$ cat config.mk
export PLATFORM = sky130hd
export DESIGN_NAME = cook_countdown
export DESIGN_NICKNAME = d
export VERILOG_FILES = /design/src/rtl/eggtimer_pkg.sv /design/src/rtl/rise_detect.sv /design/src/rtl/cook_countdown.sv
export SDC_FILE = /design/constraint.sdc
export NUM_CORES = 1
export LEC_CHECK = 0
export BUFFER_PORTS_ARGS = -buffer_cell sky130_fd_sc_hd__buf_2
export CORE_UTILIZATION = 57
export CTS_BUF_LIST = sky130_fd_sc_hd__clkbuf_8 sky130_fd_sc_hd__clkbuf_16
export DETAILED_ROUTE_END_ITERATION = 16
export PLACE_DENSITY = 0.83
export SYNTH_ARGS = -nofsm -noshare
export SYNTH_HDL_FRONTEND = slang
export SYNTH_HIERARCHICAL = 1
export SYNTH_SLANG_ARGS = --single-unit
$ cat constraint.sdc
create_clock -name clk -period 3.7 [get_ports clk]
set_clock_uncertainty 0.05 [all_clocks]
set_input_delay 0.185 -clock clk [delete_from_list [all_inputs] [get_ports clk]]
set_output_delay 0.185 -clock clk [all_outputs]
set_load 0.05 [all_outputs]
$ cat src/rtl/eggtimer_pkg.sv
// Shared definitions for the egg-timer datapath: controller state encoding,
// BCD digit limits and the preset clamp helper.
package eggtimer_pkg;

  // Controller states of the countdown.
  typedef enum logic [1:0] {
    ST_IDLE  = 2'd0,
    ST_RUN   = 2'd1,
    ST_PAUSE = 2'd2,
    ST_DONE  = 2'd3
  } state_t;

  // Largest legal value of each displayed digit (mm:ss style seconds, 0..59).
  localparam logic [3:0] ONES_MAX = 4'd9;
  localparam logic [3:0] TENS_MAX = 4'd5;

  // Limit a digit to its legal maximum so a corrupted preset can never
  // produce an out-of-range BCD count.
  function automatic logic [3:0] clamp_digit(input logic [3:0] d, input logic [3:0] lim);
    return (d > lim) ? lim : d;
  endfunction

endpackage

$ cat src/rtl/rise_detect.sv
// Single-cycle rising-edge detector for an already-debounced level input.
// History clears to 0 on reset, so an input held high across reset release
// reports an edge on the first cycle after reset.
module rise_detect (
  input  logic clk,
  input  logic reset,
  input  logic in,
  output logic pulse
);

  logic hist_reg;

  // Remember the previous sample of the input.
  always_ff @(posedge clk) begin
    if (reset) begin
      hist_reg <= 1'b0;
    end else begin
      hist_reg <= in;
    end
  end

  // Pulse acts in the same cycle the new high level is seen.
  assign pulse = in & ~hist_reg;

endmodule

$ cat src/rtl/cook_countdown.sv
// Kitchen-timer countdown controller: holds a two-digit BCD seconds count,
// decrements it once per second while running, and drives a buzzer for a
// fixed number of seconds after the count expires.
module cook_countdown
  import eggtimer_pkg::*;
#(
  parameter int ALARM_TICKS = 5
) (
  input  logic       clk,
  input  logic       reset,
  input  logic       tick_1hz,
  input  logic       start_stop,
  input  logic       load,
  input  logic [3:0] preset_ones,
  input  logic [3:0] preset_tens,
  output logic [3:0] ones,
  output logic [3:0] tens,
  output logic       running,
  output logic       done,
  output logic       alarm
);

  // Alarm counter needs to reach ALARM_TICKS; keep at least one bit so the
  // zero-tick configuration still elaborates cleanly.
  localparam int ACW = (ALARM_TICKS > 0) ? $clog2(ALARM_TICKS + 1) : 1;
  localparam logic [ACW-1:0] ALARM_LIMIT = ACW'(ALARM_TICKS);
  localparam logic ALARM_ON_ENTRY = (ALARM_TICKS != 0);

  state_t           state_reg;
  logic [3:0]       ones_reg;
  logic [3:0]       tens_reg;
  logic             running_reg;
  logic             done_reg;
  logic             alarm_reg;
  logic [ACW-1:0]   alarm_cnt_reg;

  logic             start_ev;
  logic [3:0]       load_ones;
  logic [3:0]       load_tens;
  logic [3:0]       dec_ones;
  logic [3:0]       dec_tens;
  logic             count_zero;
  logic             dec_zero;
  logic [ACW-1:0]   alarm_cnt_next;
  logic             alarm_sat;

  rise_detect u_start_edge (
    .clk   (clk),
    .reset (reset),
    .in    (start_stop),
    .pulse (start_ev)
  );

  // Preset clamp, one-second BCD decrement with borrow, and alarm count step.
  always_comb begin
    load_ones = clamp_digit(preset_ones, ONES_MAX);
    load_tens = clamp_digit(preset_tens, TENS_MAX);

    count_zero = (ones_reg == 4'd0) && (tens_reg == 4'd0);

    dec_ones = ones_reg;
    dec_tens = tens_reg;
    if (!count_zero) begin
      if (ones_reg == 4'd0) begin
        dec_ones = ONES_MAX;
        dec_tens = tens_reg - 4'd1;
      end else begin
        dec_ones = ones_reg - 4'd1;
      end
    end
    dec_zero = (dec_ones == 4'd0) && (dec_tens == 4'd0);

    alarm_sat      = (alarm_cnt_reg == ALARM_LIMIT);
    alarm_cnt_next = alarm_sat ? alarm_cnt_reg : (alarm_cnt_reg + ACW'(1));
  end

  // Controller FSM: state, count digits and all status outputs are registered
  // together so nothing reaches the outputs combinationally from the inputs.
  always_ff @(posedge clk) begin
    if (reset) begin
      state_reg     <= ST_IDLE;
      ones_reg      <= 4'd0;
      tens_reg      <= 4'd0;
      running_reg   <= 1'b0;
      done_reg      <= 1'b0;
      alarm_reg     <= 1'b0;
      alarm_cnt_reg <= '0;
    end else begin
      case (state_reg)
        ST_IDLE: begin
          // Load beats a simultaneous start; an empty count cannot start.
          if (load) begin
            ones_reg <= load_ones;
            tens_reg <= load_tens;
          end else if (start_ev && !count_zero) begin
            state_reg   <= ST_RUN;
            running_reg <= 1'b1;
          end
        end

        ST_RUN: begin
          // Load is ignored while counting.
          if (tick_1hz) begin
            if (count_zero || dec_zero) begin
              // Expiry wins over a start press in the same cycle.
              ones_reg      <= 4'd0;
              tens_reg      <= 4'd0;
              state_reg     <= ST_DONE;
              running_reg   <= 1'b0;
              done_reg      <= 1'b1;
              alarm_reg     <= ALARM_ON_ENTRY;
              alarm_cnt_reg <= '0;
            end else begin
              ones_reg <= dec_ones;
              tens_reg <= dec_tens;
              if (start_ev) begin
                state_reg   <= ST_PAUSE;
                running_reg <= 1'b0;
              end
            end
          end else if (start_ev) begin
            state_reg   <= ST_PAUSE;
            running_reg <= 1'b0;
          end
        end

        ST_PAUSE: begin
          // Count frozen; a new preset abandons the paused run.
          if (load) begin
            ones_reg  <= load_ones;
            tens_reg  <= load_tens;
            state_reg <= ST_IDLE;
          end else if (start_ev) begin
            state_reg   <= ST_RUN;
            running_reg <= 1'b1;
          end
        end

        ST_DONE: begin
          if (load || start_ev) begin
            state_reg     <= ST_IDLE;
            done_reg      <= 1'b0;
            alarm_reg     <= 1'b0;
            alarm_cnt_reg <= '0;
            if (load) begin
              ones_reg <= load_ones;
              tens_reg <= load_tens;
            end
          end else if (tick_1hz) begin
            // Count buzzer seconds, saturating once the limit is reached.
            alarm_cnt_reg <= alarm_cnt_next;
            if (alarm_cnt_next == ALARM_LIMIT) begin
              alarm_reg <= 1'b0;
            end
          end
        end

        default: begin
          state_reg   <= ST_IDLE;
          running_reg <= 1'b0;
          done_reg    <= 1'b0;
          alarm_reg   <= 1'b0;
        end
      endcase
    end
  end

  assign ones    = ones_reg;
  assign tens    = tens_reg;
  assign running = running_reg;
  assign done    = done_reg;
  assign alarm   = alarm_reg;

endmodule

==> results.ini <==
[clock_tree]
htreeDepth=1
numCtsBuffers=3
cts_resized=0
clock_sinks=17
cts_tree=built
cts_root_buf=clkbuf_8
hold_buffers=0
clock_latency_ns=0.25
clockBufferDepth=2
clk_pin_slew_worst_paths_ns=0.06
cts_setup_buffers=0

[finish]
drive_above_1_share_pct=22.4
layout_common_cells=23 x buf_2, 17 x dfxtp_1, 13 x nor2_1
area_growth_pct=14.4
fin_util_pct=71.9
stdcell_area_mm2=0.00129
mostFrequentLayoutCell=buf_2
finalNonFillerCells=186
nNetsFinal=179
antenna-diode-count=0
fillCellCount=165

[logic_synthesis]
ys_types=44
synth.largest_area_cell=dfxtp_1
synth_edf_count=0
synth-seq-area-share_pct=30.1
synthArstFlopShare_pct=0
synth_top_area_share_pct=30.1
syn-num-nets=158
ys_top_cells_by_area=dfxtp_1 30%, a21oi_1 4.4%, ha_1 4.4%
synthFlopType=dfxtp_1
syn_area_mm2=0.00113
yosysWarnings=6
post_synth.cell_area_avg_um2=8.03
synthCells=141
ys_ff_latch=17

[sta]
hold_viol=0
clock.fmax_mhz=438
slew-limit-headroom_pct=40.5
setup_viol=0
tns_ns=0
rsz0062_at_grt=false
slew_viol_final=0
period_minus_slack_ns=2.29
finalCritPeriodShare_pct=61.8
worst_pin_slew_ns=0.884

[outcome]
outcome=complete, no violations

[grt]
antenna_found_initial=0
grt_pass1_vias=995
grtUsageMet3_pct=8.24
met1_usage_pct=39.6
grt_busiest_layer=met2
grt_remaining_overflow=0
grt.total_usage_pct=28.8
grt_pass1_wl_um=4470
grt_max_degree=17
grt_use_met2_pct=44.7

[place]
post-place-cells=182
dpl.hpwl_um=1990
routabilityCongestion=0.833
io_buffers=23
placedInstanceArea_mm2=0.00125

[floorplanning]
ios=24
die_w_um=46.6
dieArea_mm2=0.00217
start_util_pct=62.8
die-height_um=46.6
core_mm2=0.00180
rows=15

[drt]
vias=1192
wl_um=2810
antenna_left=0
drtIter0Drc=49
avgRoutedWirePerCell_um=15.1
viasPerCell=6.41
drc_errors=0
dr.pass1.iters=4

[critical_path]
path_max_fanout=8
setup.worst_path.start_class=flip-flop
cp_cell_sequence=inv_1 > ha_1 > nor3b_1 > o21ai_0 > a211o_1 > a221oi_2
critPathMaxStageDelay_ns=0.71
arrival_ns=2.41
rrSetupSlack_ns=1.41
crit_type=flip-flop to flip-flop
end_kind=flip-flop
slowest_stage=nor3b_1
crit_required_ns=3.82

[flow_run]
max-cap-violations=0

[pwr]
leakagePower_nw=0.495
ir_drop_v=0.000302
p_per_area_mw_per_mm2=386

[min_path]
min_path_type=input pin to flip-flop

## cell type report
type | count | area (um^2) | area share (%)
Clock buffer | 3 | 41.3 | 3.19
Clock inverter | 1 | 3.75 | 0.290
Inverter | 7 | 26.3 | 2.03
Multi-Input combinational cell | 110 | 737 | 56.9
Sequential cell | 17 | 340 | 26.3
Tap cell | 25 | 31.3 | 2.42
Timing Repair Buffer | 23 | 115 | 8.89
## path summary, 6_finish.rpt
check	start	end	depth (start not counted)
worst max-delay path	tens[1]$_SDFFE_PP0P_	tens[1]$_SDFFE_PP0P_	6
worst min register to register	done$_SDFFE_PP0P_	done$_SDFFE_PP0P_	2
worst min-delay path	start_stop	u_start_edge/hist_reg$_SDFF_PP0_	2
worst max register to register	tens[1]$_SDFFE_PP0P_	tens[1]$_SDFFE_PP0P_	6
## power breakdown
group / internal [W] / total [W] / switching [W]
clock network: 0.0000736 / 0.000135 / 0.0000614
logic: 0.0000496 / 0.000150 / 0.000101
registers: 0.000194 / 0.000214 / 0.0000199
## stage by stage
| step | power, W | setup slack, ns | hold slack (ns) |
|---|---|---|---|
| after floorplan | 0.000327 | 1.48 | 0.199 |
| after global placement | 0.000359 | 1.54 | 0.368 |
| after detailed placement | 0.000364 | 1.48 | 0.385 |
| after CTS | 0.000501 | 1.45 | 0.128 |
| after global routing | 0.000526 | 1.18 | 0.132 |
| final | 0.000499 | 1.41 | 0.125 |
## layer usage
layer  vias to the layer above  routed length (um)
met3                         2                 179
met4                         0                  15
met5                         -                   0
li1                        581                   -
met2                        46                1300
met1                       563                1310
## cell usage after synthesis (2+ instances only)
master and instances:
o21a_1 2, nor4_1 3, o31ai_1 2, o211ai_1 3, nor3b_1 3, nor2_1 13
o21ai_0 10, ha_1 4, nor2b_4 2, nor2b_1 3, clkbuf_1 5, clkbuf_2 2
o41ai_1 2, nand3b_1 3, a21oi_1 10, o221ai_1 2, a211oi_1 4, dfxtp_1 17
or3_1 2, nand2_1 9, nand3_1 3, nor4b_1 3, a31oi_1 4, nor3_1 3
a221oi_1 2, inv_1 7
## critical path, delay by kind of cell (launching register included)
family                   cells  cell delay [ns]
AND/OR/NAND/NOR              1             0.71
flip-flops                   1             0.34
AO/OA/AOI/OAI                3             0.80
buffers and inverters        1             0.13
adder cells (fa/ha/maj)      1             0.17
## logic make-up (layout without fill, tap and decap cells)
logic type / after synthesis / in the layout / synth area share [%]
fa+ha+maj: 4 / 4 / 4.42
simple gates: 54 / 54 / 27.4
mux: 2 / 2 / 1.88
flops: 17 / 17 / 30.1
buf+inv: 14 / 34 / 4.86
compound gates: 50 / 50 / 31.4
No activity file was read; power rests on OpenSTA's default activity.
